--- src/rtl/pipe_hazard_ctrl.sv ---
// ---------------------------------------------------------------------------
// pipe_hazard_ctrl
// Hazard and stall controller for a classic 5-stage in-order pipeline.
// Resolves, in priority order: data-memory wait stalls, taken-branch flushes,
// and load-use bubbles. A memory access that never completes is abandoned
// after TIMEOUT wait cycles, and a sticky error flag is raised.
//
// Ports
//   clk          : clock, all state on rising edge
//   rst          : synchronous reset, active low
//   id_rs/id_rt  : source registers of the instruction in ID
//   ex_memread   : instruction in EX is a load
//   ex_rt        : destination register of the load in EX
//   ex_br_taken  : branch/jump in EX resolved taken
//   mem_req      : MEM-stage instruction is accessing data memory
//   mem_ready    : data memory completes the access this cycle
//   pc_write     : PC update enable
//   ifid_write   : IF/ID write enable
//   ifid_flush   : IF/ID clear (dominates ifid_write)
//   idex_flush   : bubble into ID/EX
//   exmem_write  : EX/MEM and MEM/WB advance enable
//   mem_err      : sticky memory-timeout flag
//   stall_cnt    : saturating count of cycles with pc_write low
// ---------------------------------------------------------------------------
module pipe_hazard_ctrl #(
  parameter int TIMEOUT = 255,
  parameter int CNT_W   = 16
) (
  input  logic             clk,
  input  logic             rst,
  input  logic [4:0]       id_rs,
  input  logic [4:0]       id_rt,
  input  logic             ex_memread,
  input  logic [4:0]       ex_rt,
  input  logic             ex_br_taken,
  input  logic             mem_req,
  input  logic             mem_ready,
  output logic             pc_write,
  output logic             ifid_write,
  output logic             ifid_flush,
  output logic             idex_flush,
  output logic             exmem_write,
  output logic             mem_err,
  output logic [CNT_W-1:0] stall_cnt
);

  localparam logic [0:0] RUN     = 1'b0;
  localparam logic [0:0] MEMWAIT = 1'b1;
  localparam logic [7:0] TO      = 8'(TIMEOUT);

  logic [0:0]       r_state;
  logic [7:0]       r_wcnt;
  logic             r_mem_err;
  logic [CNT_W-1:0] r_stall_cnt;

  logic w_ms;
  logic w_lu;
  logic w_freeze;

  assign w_ms = mem_req & ~mem_ready & ~r_mem_err;
  assign w_lu = ex_memread & (ex_rt != 5'd0) & ((ex_rt == id_rs) | (ex_rt == id_rt));
  // In MEMWAIT the pipeline stays frozen until the memory answers; the
  // timeout cycle itself is also frozen, the release happens one cycle later.
  assign w_freeze = (r_state == RUN) ? w_ms : ~mem_ready;

  always_comb begin
    pc_write    = 1'b1;
    ifid_write  = 1'b1;
    exmem_write = 1'b1;
    ifid_flush  = 1'b0;
    idex_flush  = 1'b0;
    if (!rst) begin
      pc_write    = 1'b0;
      ifid_write  = 1'b0;
      exmem_write = 1'b0;
      ifid_flush  = 1'b1;
      idex_flush  = 1'b1;
    end else if (w_freeze) begin
      pc_write    = 1'b0;
      ifid_write  = 1'b0;
      exmem_write = 1'b0;
    end else if (ex_br_taken) begin
      // Taken branch squashes the younger instructions; any load-use
      // hazard against the squashed ID instruction is moot.
      ifid_flush  = 1'b1;
      idex_flush  = 1'b1;
    end else if (w_lu) begin
      // Hold IF and ID one cycle and let the load move on to MEM.
      pc_write    = 1'b0;
      ifid_write  = 1'b0;
      idex_flush  = 1'b1;
    end
  end

  always_ff @(posedge clk) begin
    if (!rst) begin
      r_state     <= RUN;
      r_wcnt      <= 8'd0;
      r_mem_err   <= 1'b0;
      r_stall_cnt <= '0;
    end else begin
      if (!pc_write && (r_stall_cnt != {CNT_W{1'b1}}))
        r_stall_cnt <= r_stall_cnt + CNT_W'(1);
      case (r_state)
        RUN: begin
          if (w_ms) begin
            r_state <= MEMWAIT;
            r_wcnt  <= 8'd1;
          end
        end
        default: begin
          if (mem_ready) begin
            r_state <= RUN;
            r_wcnt  <= 8'd0;
          end else if (r_wcnt >= TO) begin
            r_state   <= RUN;
            r_wcnt    <= 8'd0;
            r_mem_err <= 1'b1;
          end else begin
            r_wcnt <= r_wcnt + 8'd1;
          end
        end
      endcase
    end
  end

  assign mem_err   = r_mem_err;
  assign stall_cnt = r_stall_cnt;

endmodule

--- config.mk ---
export PLATFORM = sky130hd
export DESIGN_NAME = pipe_hazard_ctrl
export DESIGN_NICKNAME = d
export VERILOG_FILES = /design/src/rtl/pipe_hazard_ctrl.sv
export SDC_FILE = /design/constraint.sdc
export NUM_CORES = 1
export LEC_CHECK = 0
export BUFFER_PORTS_ARGS = -buffer_cell sky130_fd_sc_hd__buf_2
export CORE_ASPECT_RATIO = 1.2
export CORE_UTILIZATION = 50
export CTS_CLUSTER_SIZE = 16
export DETAILED_ROUTE_END_ITERATION = 12
export GPL_TIMING_DRIVEN = 0
export PLACE_DENSITY_LB_ADDON = 0.2
export SLEW_MARGIN = 40
export SYNTH_ARGS = -nofsm -noshare
export SYNTH_HDL_FRONTEND = slang
export SYNTH_SLANG_ARGS = --single-unit
--- constraint.sdc ---
create_clock -name clk -period 2.5 [get_ports clk]
set_clock_uncertainty 0.2 [all_clocks]
set_input_delay 0.125 -clock clk [delete_from_list [all_inputs] [get_ports clk]]
set_output_delay 0.125 -clock clk [all_outputs]
set_load 0.005 [all_outputs]
# Word level (Yosys, flattened, before mapping)
# Index checks and enable logic that the tools add are counted.
[classes]
n_addsub = 2
order_cmp = 1
eq_ne = 3
muxes = 22
bitwise_logic = 7
reduce_logical = 5
[op_table]
columns = ["cell", "n"]
rows = [
  ["2-to-1 mux 8 bit", 4],
  ["2-to-1 mux 1 bit", 18],
  ["adder 16 x 1 -> 16 bit (second input constant)", 1],
  ["inequality test 16 bit (second input constant)", 1],
  ["equality test 5 bit", 2],
  ["adder 8 x 1 -> 8 bit (second input constant)", 1],
  [">= comparator 8 bit (second input constant)", 1],
  ["nonzero test 5 bit", 1],
  ["AND 1 bit", 4],
  ["AND reduction 3 bit", 1],
  ["NOT 1 bit", 2],
  ["nonzero test 2 bit", 1],
  ["logical AND 1 bit", 1],
  ["logical NOT 1 bit", 1],
  ["bitwise OR 1 bit", 1],
]
[totals]
reg_bits = 26
in_bits = 21
output_inout_bits = 22

# Longest topological paths before layout
# Gate-level depths: netlist of run 1.
[logic_depth]
word_depth = 9
depth_mapped = 9

# Least setup slack after synthesis of run 1
# No wires, ideal clock.
[synth_timing]
path_type = "reg2reg"
start = "register r_stall_cnt[0] (netlist: stall_cnt[0])"
end = "register r_stall_cnt[1] (netlist: stall_cnt[1])"
arrival_time_ns = 1.839
path_slack_ns = 0.333
path_stages_with_launch = 10
path_buffers = 2
synth_period_minus_slack_ns = 2.167
path_cell_list = "dfxtp_1 > ha_1 > nand4_2 > nor4_2 > nor3_1 > a21oi_2 > buf_6 > buf_8 > mux2i_1 > nor2_1"
[synth_via]
elab_chain_len = 2
word_cells_on_any_way = 3
cone_classes = "1 x add/sub; 1 x eq/ne; 1 x reduce/logical"
[synth_rtl]
columns = ["item", "line_no", "text"]
rows = [
  ["start, declared", "54", "logic [CNT_W-1:0] r_stall_cnt;"],
  ["start signal, assigned", "103", "r_stall_cnt <= r_stall_cnt + CNT_W'(1);"],
  ["parallel branches: the longest is 2 deep, another holds adder 16 x 1 -> 16 bit", "n/a", ""],
]
# Several ways; the timed one is not identified.
# A chain may end at the register's enable or synchronous reset.

# Final worst setup path of run 1
# Same ends and word-level chain as after synthesis.

==> summary by stage, run 1 <==
Outcome
The run finished with clean final reports.

Yosys
The share of synthesized cell area in full adder, half adder and majority cells is 1.76%. The dominant combinational cell family by area after synthesis is simple AND/OR/NAND/NOR gates. The distinct cell type count after synthesis is 37. The simple-gate share of the synthesized area is 29.1%. Yosys printed 0 warnings.

Synthesis inferred 26 register bits. Measured against the total synthesized area, the mux share comes to 0.702%. The compound-cell area share of the yosys netlist is 18.3%. Of the synthesized area, sequential elements account for 36.5%.

The average cell area after synthesis is 7.96 µm². Synthesis handed over a netlist of 179 instances. Summed over all instances, the cell type with the most area after synthesis is sky130_fd_sc_hd__dfxtp_1.

The number of nets produced by synthesis is 202. The mapped netlist covers 1430 µm². The xor and xnor area share after synthesis is 8.60%. Sorting the synthesized cells by area gives the leading types as sky130_fd_sc_hd__dfxtp_1 37%, sky130_fd_sc_hd__a21oi_1 6.3%, sky130_fd_sc_hd__xnor2_1 6.1%.

In this run the biggest area consumer among cell types represents 36.5% of the synthesized area.

Final layout
The number of antenna repair diodes is 0. Cells fill 67.4% of the core in the end. The number of standard cells in the final layout excluding fillers is 260. Leaving out fill and tap cells, the most frequent cells in the layout are 42 x sky130_fd_sc_hd__buf_2, 26 x sky130_fd_sc_hd__dfxtp_1, 18 x sky130_fd_sc_hd__a21oi_1, 16 x sky130_fd_sc_hd__nor2_1, 13 x sky130_fd_sc_hd__nand2_1.

The filler cells instantiated in the layout total 258. The final net count is 251. The post-route netlist has 24.2% of its cells at a drive strength greater than 1. Leaving out fill and tap cells, the most frequent cell in the layout is sky130_fd_sc_hd__buf_2.

The layout overhead on the synthesized area is 24.2%.

Global routing
The global router's overall resource usage is 23.9%. The number of global-route vias before repair was 1372. The global-route wire length before repair is 5.57 mm. Entering global routing, the biggest net connects 16 pins. The total overflow reported by the global router is 0.

The number of antenna violations at the first check in global routing is 0.

Timing
The total of endpoints with negative setup slack in the final report is 0. The post-route clock period utilization is 90.6%. The number of hold-slack violations in the final timing report is 0. The slew at the pin closest to its max-slew limit is 0.476 ns. Measured against its own limit, the worst slew margin works out to 68.1%.

The minimum hold slack is 0.0260 ns. The maximum clock frequency is 441 MHz. Counting I/O delays and the setup requirement, the final critical path takes 2.27 ns. The max-slew violation total from the final report is 0.

Route
The number of design-rule violations left by the first detailed-router iteration is 46. Once detail routing completed, the nets flagged for antenna violations numbered 0. Using the TritonRoute via totals, the vias-per-cell ratio works out to 5.70. The final layout contains routed wiring with a total length of 3.41 mm. After detailed routing, the number of remaining DRC violations is 0. The total iterations of the first detailed-routing run is 4. The total via count in the routed design is 1482. The routed wirelength normalized by instance count is 13.1 µm.

Critical path
The type of the worst setup path is register to register. Along the worst path, the maximum fanout reaches 10. The required time of the critical path is 2.52 ns.

The element type at the critical path end is a register. The worst setup slack for register-to-register paths is 0.23 ns. The type of element launching the critical path is a register.

The arrival time of data at the critical path endpoint is 2.28 ns.

Place
The cell count after placement is 254. In this run the tool buffered the top-level ports with 42 buffer cells. The placed wire-length estimate after detailed placement is 2.63 mm. The weighted congestion reported at the end of routability-driven placement is 0.828.

Clock network
TritonCTS built the clock tree. The cell chosen for the clock root is sky130_fd_sc_hd__clkbuf_4. The number of sinks driven by the clock tree is 26. The maximum root-to-sink buffer count is 2. The later pin in the worst-skew pair is clocked with a latency of 0.32 ns.

The total clock buffers created by CTS is 3. The number of buffers inserted to repair setup after CTS is 0. In this run the number of H-tree levels came out at 1. After clock tree synthesis, the clock-pin slew on the worst setup and hold paths is 0.15 ns.

Worst hold path
The min-delay analysis places its worst path in the category input pin to register.

Floorplanning
Once the floorplan was initialized, standard cells occupied 54.2% of the core. The number of cell rows is 20. The die is 50.7 µm wide. The height of the die is 60.5 µm. The area of the die is 3070 µm². The placeable core region is 2630 µm². In this run the count of I/O pins placed on the die edge is 43.

Power
The largest vdd supply drop is 0.304 mV. The cell leakage power is 0.708 nW. The power density of the placed cells is 474 nW/µm².

Run
The tool flagged a number of max-cap violations equal to 0.
==> metrics by stage <==
step | setup slack [ns] | TNS (ns) | power, mW | area (µm²)
6_report | 0.235 | 0 | 0.839 | 1770
5_1_grt | -0.0196 | -0.0196 | 0.875 | 1770
4_1_cts | 0.0126 | 0 | 0.845 | 1760
3_5_place_dp | -0.00398 | -0.0130 | 0.556 | 1680
3_3_place_gp | 0.0342 | 0 | 0.549 | 1680
2_1_floorplan | 0.333 | 0 | 0.507 | 1430
==> power by group <==
part | switching (mW) | internal [mW] | leakage [nW]
Sequential | 0.00938 | 0.422 | 0.210
Combinational | 0.0605 | 0.0582 | 0.470
Clock | 0.127 | 0.162 | 0.0279
==> worst max-delay path, stage by stage, from the launching register on <==
cell,delay [ns]
sky130_fd_sc_hd__dfxtp_1,0.42
sky130_fd_sc_hd__ha_2,0.24
sky130_fd_sc_hd__nand4_4,0.19
sky130_fd_sc_hd__nor4_4,0.23
sky130_fd_sc_hd__nor3_1,0.10
sky130_fd_sc_hd__a21oi_2,0.21
sky130_fd_sc_hd__buf_6,0.17
sky130_fd_sc_hd__buf_8,0.14
sky130_fd_sc_hd__mux2i_1,0.19
sky130_fd_sc_hd__nor2_1,0.06
==> kinds of logic (layout without fill, tap and decap cells) <==
kind of cell             after synthesis  count (layout)
adder cells (fa/ha/maj)                2               2
AND/OR/NAND/NOR                       77              77
flip-flops                            26              26
XOR/XNOR                              14              14
AO/OA/AOI/OAI                         46              46
multiplexers                           1               1
buffers and inverters                 13              61
==> registers in the layout, indices dropped and copies added, names as in the netlist <==
name,count
stall_cnt,16
r_wcnt,8
mem_err,1
r_state,1
==> Yosys cell counts <==
cell type                  count
sky130_fd_sc_hd__a21oi_1      18
sky130_fd_sc_hd__a21oi_2       1
sky130_fd_sc_hd__a22oi_1       1
sky130_fd_sc_hd__a31oi_1       2
sky130_fd_sc_hd__and2_1        3
sky130_fd_sc_hd__and3_1        3
sky130_fd_sc_hd__buf_4         1
sky130_fd_sc_hd__buf_6         1
sky130_fd_sc_hd__buf_8         1
sky130_fd_sc_hd__clkbuf_1      3
sky130_fd_sc_hd__dfxtp_1      26
sky130_fd_sc_hd__ha_1          2
sky130_fd_sc_hd__inv_1         7
sky130_fd_sc_hd__mux2i_1       1
sky130_fd_sc_hd__nand2_1      13
sky130_fd_sc_hd__nand2b_1      4
sky130_fd_sc_hd__nand3_1      10
sky130_fd_sc_hd__nand3b_1      1
sky130_fd_sc_hd__nand4_1       4
sky130_fd_sc_hd__nand4_2       1
sky130_fd_sc_hd__nor2_1       16
sky130_fd_sc_hd__nor2b_1       2
sky130_fd_sc_hd__nor3_1        2
sky130_fd_sc_hd__nor3b_1       1
sky130_fd_sc_hd__nor4_2        1
sky130_fd_sc_hd__o21a_1        1
sky130_fd_sc_hd__o21ai_0      12
sky130_fd_sc_hd__o21ai_1       3
sky130_fd_sc_hd__o21bai_1      1
sky130_fd_sc_hd__o221ai_1      1
sky130_fd_sc_hd__o22ai_1       2
sky130_fd_sc_hd__o31ai_1       4
sky130_fd_sc_hd__or2_2         1
sky130_fd_sc_hd__or3_1        10
sky130_fd_sc_hd__or4_1         5
sky130_fd_sc_hd__xnor2_1      10
sky130_fd_sc_hd__xor2_1        4
==> path summary, 6_finish.rpt <==
check | from | to | depth (start not counted)
max | stall_cnt[0]$_SDFFE_PN0P_ | stall_cnt[1]$_SDFFE_PN0P_ | 9
min | mem_req | r_state$_SDFF_PN0_ | 4
max reg2reg | stall_cnt[0]$_SDFFE_PN0P_ | stall_cnt[1]$_SDFFE_PN0P_ | 9
min reg2reg | r_wcnt[2]$_SDFFE_PN0P_ | r_wcnt[2]$_SDFFE_PN0P_ | 2
==> final cells by class <==
class / count / area, µm² / share of cell area, %
plain buffers: 6 / 46.3 / 2.61
clock buffers: 3 / 22.5 / 1.27
clock inverters: 1 / 30.0 / 1.70
inverters: 7 / 26.3 / 1.48
multi-input cells: 140 / 853 / 48.2
flip-flops and latches: 26 / 520 / 29.4
well taps: 33 / 41.3 / 2.33
repair buffers: 44 / 230 / 13.0
==> repair_timing <==
action                                  CTS  global route
endpoints found under the hold margin     6             0
resized for setup                         2             2
hold buffers                              2             0
pin swaps                                 0             1
endpoints found under the setup margin   11            16
==> layer usage <==
layer  GRT usage (%)  up-vias  share of wire, %
met5               0        -                 0
met4            13.5        0               1.6
met3            3.26        6               2.4
met2            46.1       29                54
met1            24.9      713                42
li1                -      734                 -
Power figures use the tool's default switching activity.
==> run 2: changes to the inputs <==
--- a/config.mk
+++ b/config.mk
@@ -11,7 +11,8 @@
 export CTS_CLUSTER_SIZE = 16
 export DETAILED_ROUTE_END_ITERATION = 12
 export GPL_TIMING_DRIVEN = 0
-export PLACE_DENSITY_LB_ADDON = 0.2
+export PLACE_DENSITY = 0.78
+export RECOVER_POWER = 50
 export SLEW_MARGIN = 40
 export SYNTH_ARGS = -nofsm -noshare
 export SYNTH_HDL_FRONTEND = slang
==> constraint.sdc (replaced) <==
create_clock -name clk -period 2.5 [get_ports clk]
set_clock_uncertainty 0.2 [all_clocks]
set_input_delay 0.25 -clock clk [delete_from_list [all_inputs] [get_ports clk]]
set_output_delay 0.25 -clock clk [all_outputs]
set_load 0.005 [all_outputs]
==> summary by stage, run 2 (synthesis gave the netlist of run 1 again) <==
Critical path
STA classifies the critical path endpoint as a register. The signal on the critical path passes through ha_2, nand4_4, nor4_4, nor3_1, a21oi_2, buf_6, buf_8, mux2i_1, nor2_1. The peak fanout along the critical path came to 10 (unchanged). The critical path is of the register to register type. Among all stages on the critical path, the largest delay is contributed by sky130_fd_sc_hd__dfxtp_1. The required time of the critical path is 2.52 ns (about the same). STA classifies the critical path startpoint as a register. The maximum cell stage delay along the critical path is 0.40 ns (-0.02 ns). The arrival time of data at the critical path endpoint was 2.36 ns (+0.08 ns).

Floorplanning
The area of the die is 3070 µm² (unchanged). The number of cell rows is 20 (unchanged). The placeable core region came to 2630 µm² (unchanged). The height of the die was 60.5 µm (unchanged). The floorplan die width is 50.7 µm (unchanged). The I/O pin count is 43 (unchanged).

The initial standard-cell utilization of the core was 54.2% (unchanged).

Final layout
The final standard cell area without fillers is 1750 µm² (-0.92%). The filler cell count in the final layout is 249 (-3.5%). The multi-input logic area came to 853 µm² (unchanged).

The number of standard cells in the final layout excluding fillers is 259 (-0.38%). The utilization after layout is 66.8% (-0.62 points). The number of antenna repair diodes was 0 (unchanged). The fraction of final layout cells sized beyond drive strength 1 was 23.5% (-0.78 points). The flip-flop count of the largest register after layout is 16 (unchanged). From synthesis to final layout, the design area changed by 23.1%. The library cell used most frequently in the layout, excluding fill and tap cells, is sky130_fd_sc_hd__buf_2.

The final net count is 250 (-0.40%). In the layout the commonest cells are 38 x sky130_fd_sc_hd__buf_2, 25 x sky130_fd_sc_hd__dfxtp_1, 18 x sky130_fd_sc_hd__a21oi_1, 16 x sky130_fd_sc_hd__nor2_1, 13 x sky130_fd_sc_hd__nand2_1. The area used by sequential logic in the layout is 522 µm² (+0.24%).

Global routing
The global-route wire length before repair is 5.61 mm (+0.74%). The number of antenna violations at the first check in global routing is 0 (unchanged). The number of global-route vias before repair is 1332 (-2.9%). The total overflow reported by the global router is 0 (unchanged).

The pin count of the biggest net entering global routing is 16 (unchanged). The global router's overall resource usage is 24.0% (+0.10 points).

Route
The average via count per standard cell is 5.64 (-1.0%). The detailed-route wire length was 3.48 mm (+2.0%). The total iterations of the first detailed-routing run is 4 (unchanged). The count of nets left with antenna violations after detail routing is 0 (unchanged). The remaining routing DRC violations is 0 (unchanged).

The total via count in the routed design was 1461 (-1.4%). The routed wirelength normalized by instance count is 13.4 µm (+2.4%). The number of design-rule violations left by the first detailed-router iteration was 48 (+4.3%).

Clock network
The total clock buffers created by CTS is 3 (unchanged). The tree is rooted in a sky130_fd_sc_hd__clkbuf_4. The clock-pin slew of the registers on the worst-case setup and hold paths is 0.14 ns (about the same). The maximum root-to-sink buffer count is 2 (unchanged).

The number of hold buffers added after cts is 0 (-2). The CTS tree is built. The count of H-tree levels built during CTS is 1 (unchanged). The number of sinks driven by the clock tree is 26 (unchanged).

The clock network latency to the later pin of the worst-skew pair came to 0.33 ns (about the same).

Timing
The minimum hold slack is 0.0478 ns (+0.0218 ns). The total of endpoints with negative setup slack in the final report was 0 (unchanged). The final period demand of the worst path was 2.34 ns (+0.0737 ns). The maximum clock frequency is 428 MHz (-3.1%). The slew at the pin closest to its max-slew limit is 0.468 ns (-0.00837 ns). The post-layout worst setup margin is 0.161 ns (-0.0737 ns).

Setup repair after global routing left no endpoint under its margin. The post-route clock period utilization is 93.6% (+2.9 points). The headroom to the max-slew limit is 68.8% (+0.68 points). The aggregate negative setup slack is 0 ns (unchanged). The max-slew violation total from the final report was 0 (unchanged). The number of hold-slack violations in the final timing report is 0 (unchanged).

Power
The largest vdd supply drop is 0.314 mV (+3.3%). The power density of the placed cells was 478 nW/µm² (+0.88%). The sum of internal, switching and leakage power is 0.839 mW (about the same). The cell leakage power is 0.687 nW (-3.0%).

Outcome
The run finished with clean final reports.

Place
The placement-stage cell area was 1680 µm² (unchanged). The cell count after placement is 254 (unchanged). The total of buffers placed on input and output ports is 42 (unchanged). The post-placement worst setup slack is -0.0313 ns (-0.0274 ns). The weighted congestion reported at the end of routability-driven placement is 0.827 (-0.12%).

The placed wire-length estimate after detailed placement came to 2.62 mm (-0.13%).

Worst hold path
The tightest min-delay check is of the input pin to register type.

Run
The max-capacitance violation count is 0 (unchanged).
[run 2: where the power goes]
group          internal [mW]  switching [mW]  leakage (nW)  total (mW)
logic                 0.0572          0.0607         0.449       0.118
clock network          0.162           0.127        0.0279       0.289
registers              0.423         0.00919         0.210       0.432
[run 2: per-layer routing]
| layer | routed length, µm | global-route usage (%) | vias up |
|---|---|---|---|
| met1 | 1430 | 26.7 | 678 |
| li1 | - | - | 739 |
| met2 | 1870 | 44.6 | 39 |
| met3 | 125 | 3.26 | 5 |
| met5 | 0 | 0 | - |
| met4 | 48 | 12.7 | 0 |
[run 2: area by class of cell]
type,count,area share (%)
Buffer,6,2.64
Tap cell,33,2.35
Sequential cell,26,29.7
Clock inverter,1,1.71
Inverter,7,1.50
Clock buffer,3,1.28
Multi-Input combinational cell,140,48.6
Timing Repair Buffer,43,12.1
[run 2: timing repair]
item | CTS | global route
gates resized for setup | 2 | 3
setup endpoints to repair | 11 | 15
setup buffers | 0 | 1
pin swaps | 0 | 1
[run 2: worst paths after layout]
kind	from	to	slack [ns]	depth (start not counted)
max reg2reg	stall_cnt[1]$_SDFFE_PN0P_	stall_cnt[1]$_SDFFE_PN0P_	0.16	9
min	rst	r_wcnt[0]$_SDFFE_PN0P_	0.05	2
min reg2reg	stall_cnt[15]$_SDFFE_PN0P_	stall_cnt[15]$_SDFFE_PN0P_	0.33	2
max	stall_cnt[1]$_SDFFE_PN0P_	stall_cnt[1]$_SDFFE_PN0P_	0.16	9
[run 2: critical path: cells and delay by family, from the launching register on]
| kind | cells | cell delay, ns |
|---|---|---|
| simple gates | 4 | 0.69 |
| mux | 1 | 0.18 |
| buf+inv | 2 | 0.32 |
| compound gates | 1 | 0.22 |
| flops | 1 | 0.40 |
| fa+ha+maj | 1 | 0.23 |
==> run 3: changes to the inputs <==
--- a/config.mk
+++ b/config.mk
@@ -13,6 +13,7 @@
 export GPL_TIMING_DRIVEN = 0
 export PLACE_DENSITY = 0.78
 export RECOVER_POWER = 50
+export SETUP_SLACK_MARGIN = 0.2
 export SLEW_MARGIN = 40
 export SYNTH_ARGS = -nofsm -noshare
 export SYNTH_HDL_FRONTEND = slang
==> summary by stage, run 3 (synthesis gave the netlist of run 1 again) <==
Run
The max-capacitance violation count was 0 (unchanged).

Critical path
The arrival time of data at the critical path endpoint is 2.27 ns (-0.09 ns). The count of buffering cells on the critical path with inverters included is 2 (unchanged). Broken down by cell family, the worst path's largest delay share belongs to simple AND/OR/NAND/NOR gates. The peak fanout along the critical path is 10 (unchanged). Traced cell by cell, the critical path runs through ha_4, nand4_4, nor4_4, a21oi_1, a21oi_2, buf_6, buf_8, mux2i_1, nor2_1. The slowest cell on the critical path is sky130_fd_sc_hd__dfxtp_1.

The worst setup path is of the register to register kind. The maximum cell stage delay along the critical path is 0.43 ns (+0.03 ns). The type of element launching the critical path is a register. STA classifies the critical path endpoint as a register.

The required time of the critical path is 2.53 ns (about the same).

Power
The cell leakage power came to 0.721 nW (+4.9%). The switching power is 0.203 mW (+3.2%). The relative contribution of sequential cells to total power was 50.6% (-0.9 points). The switching part of the total power is 23.8% (+0.34 points).

The clock power share is 34.3% (-0.2 points). The sum of internal, switching and leakage power came to 0.853 mW (+1.7%). The power density of the placed cells is 469 nW/µm² (-2.0%). The cell-internal power is 0.650 mW (+1.2%).

The relative contribution of combinational cells to total power was 15.1% (+1.0 points). The largest vdd supply drop is 0.323 mV (+2.9%).

Final layout
The filler cell count in the final layout is 239 (-4.0%). The fraction of final layout cells sized beyond drive strength 1 came to 25.8% (+2.3 points). Leaving out fill and tap cells, the most frequent cell in the layout is sky130_fd_sc_hd__buf_2. The final net count is 257 (+2.8%). The flip-flop count of the largest register after layout is 16 (unchanged).

The final standard cell area without fillers is 1820 µm² (+3.8%). The utilization after layout is 69.3% (+2.5 points). The number of antenna repair diodes was 0 (unchanged). The number of standard cells in the final layout excluding fillers is 266 (+2.7%). The library cells used most frequently in the layout, excluding fill and tap cells, are 38 x sky130_fd_sc_hd__buf_2, 26 x sky130_fd_sc_hd__dfxtp_1, 18 x sky130_fd_sc_hd__a21oi_1, 16 x sky130_fd_sc_hd__nor2_1, 13 x sky130_fd_sc_hd__nand2_1.

The layout overhead on the synthesized area is 27.7%.

Floorplanning
The area of the die is 3070 µm² (unchanged). The height of the die is 60.5 µm (unchanged). The floorplan die width is 50.7 µm (unchanged).

The placeable core region is 2630 µm² (unchanged). The I/O pin count is 43 (unchanged). The initial standard-cell utilization of the core is 54.2% (unchanged). The number of cell rows is 20 (unchanged).

Global routing
The number of antenna violations at the first check in global routing came to 0 (unchanged). The global-route wire length before repair is 5.64 mm (+0.50%). The pin count of the biggest net entering global routing is 16 (unchanged). The total overflow reported by the global router is 0 (unchanged).

The number of global-route vias before repair is 1332 (unchanged). The global router's overall resource usage came to 24.1% (+0.11 points).

Clock network
The clock network latency to the later pin of the worst-skew pair is 0.33 ns (about the same). The number of sinks driven by the clock tree was 26 (unchanged). The number of hold buffers added after cts is 0 (unchanged). The CTS tree is built. The count of H-tree levels built during CTS is 1 (unchanged). The clock-pin slew of the registers on the worst-case setup and hold paths is 0.15 ns (about the same). Clock tree synthesis selected as its root buffer the cell sky130_fd_sc_hd__clkbuf_4. The total clock buffers created by CTS is 3 (unchanged). The maximum root-to-sink buffer count is 2 (unchanged).

Route
The routed wirelength normalized by instance count is 13.2 µm (-1.6%). The number of design-rule violations left by the first detailed-router iteration is 29 (-40%). The detailed-route wire length was 3.52 mm (+1.0%).

The average via count per standard cell was 5.62 (-0.30%). The total via count in the routed design is 1496 (+2.4%). The remaining routing DRC violations is 0 (unchanged). The total iterations of the first detailed-routing run is 4 (unchanged).

The count of nets left with antenna violations after detail routing came to 0 (unchanged).

Place
The placement-stage cell area is 1680 µm² (unchanged). The weighted congestion reported at the end of routability-driven placement was 0.827 (unchanged). The placed wire-length estimate after detailed placement is 2.62 mm (unchanged).

The post-placement worst setup slack came to -0.0313 ns (unchanged). The cell count after placement came to 254 (unchanged). The total of buffers placed on input and output ports is 42 (unchanged).

Timing
The max-slew violation total from the final report is 0 (unchanged). The slew at the pin closest to its max-slew limit came to 0.477 ns (+0.00929 ns). The post-layout worst setup margin came to 0.261 ns (+0.0997 ns). The aggregate negative setup slack is 0 ns (unchanged). The total of endpoints with negative setup slack in the final report came to 0 (unchanged). The minimum hold slack is 0.0348 ns (-0.0130 ns). Setup repair after global routing left no endpoint under its margin. The post-route clock period utilization came to 89.6% (-4.0 points). The final period demand of the worst path is 2.24 ns (-0.0997 ns). The number of hold-slack violations in the final timing report is 0 (unchanged). The headroom to the max-slew limit was 68.2% (-0.62 points).

The maximum clock frequency was 447 MHz (+4.5%).

Outcome
The flow ran to the end, and the final reports show no timing, DRC or antenna violations.

Worst hold path
The class of the tightest hold or removal check is input pin to register.
==> run 3: power by group through the flow <==
| stage | clock [mW] | combinational [mW] | sequential [mW] |
|---|---|---|---|
| after floorplan | 0 | 0.0683 | 0.439 |
| after global placement | 0 | 0.110 | 0.439 |
| after detailed placement | 0 | 0.115 | 0.440 |
| after CTS | 0.294 | 0.117 | 0.432 |
| after global routing | 0.308 | 0.141 | 0.434 |
| final | 0.292 | 0.129 | 0.432 |
==> run 3: timing repair <==
| action | in CTS | in global routing |
|---|---|---|
| buffers inserted | 0 | 8 |
| hold endpoints to repair | 0 | 0 |
| gates resized for setup | 5 | 3 |
| pin swaps | 1 | 2 |
| gates cloned | 0 | 0 |
| endpoints found under the setup margin | 15 | 13 |
==> run 3: layer usage <==
metal  vias up  wire length [µm]  GRT usage [%]  share of wire [%]
li1        753                 -              -                  -
met2        33              1900           45.0                 54
met4         0                48           12.3                1.4
met3         5                97           3.01                2.8
met1       705              1470           27.0                 42
met5         -                 0              0                  0
==> run 3: worst paths after layout <==
path / start / endpoint / slack [ns] / depth (start not counted)
max: stall_cnt[1]$_SDFFE_PN0P_ / stall_cnt[1]$_SDFFE_PN0P_ / 0.26 / 9
min: rst / r_wcnt[0]$_SDFFE_PN0P_ / 0.03 / 2
max reg2reg: stall_cnt[1]$_SDFFE_PN0P_ / stall_cnt[1]$_SDFFE_PN0P_ / 0.26 / 9
min reg2reg: r_wcnt[4]$_SDFFE_PN0P_ / r_wcnt[4]$_SDFFE_PN0P_ / 0.33 / 2
==> run 3: area by class of cell <==
| class | instances | area [µm²] | share of cell area [%] |
|---|---|---|---|
| Multi-Input combinational cell | 140 | 868 | 47.7 |
| Clock inverter | 1 | 30.0 | 1.65 |
| Buffer | 6 | 46.3 | 2.54 |
| Sequential cell | 26 | 520 | 28.6 |
| Tap cell | 33 | 41.3 | 2.27 |
| Inverter | 7 | 26.3 | 1.44 |
| Clock buffer | 3 | 22.5 | 1.24 |
| Timing Repair Buffer | 50 | 265 | 14.6 |
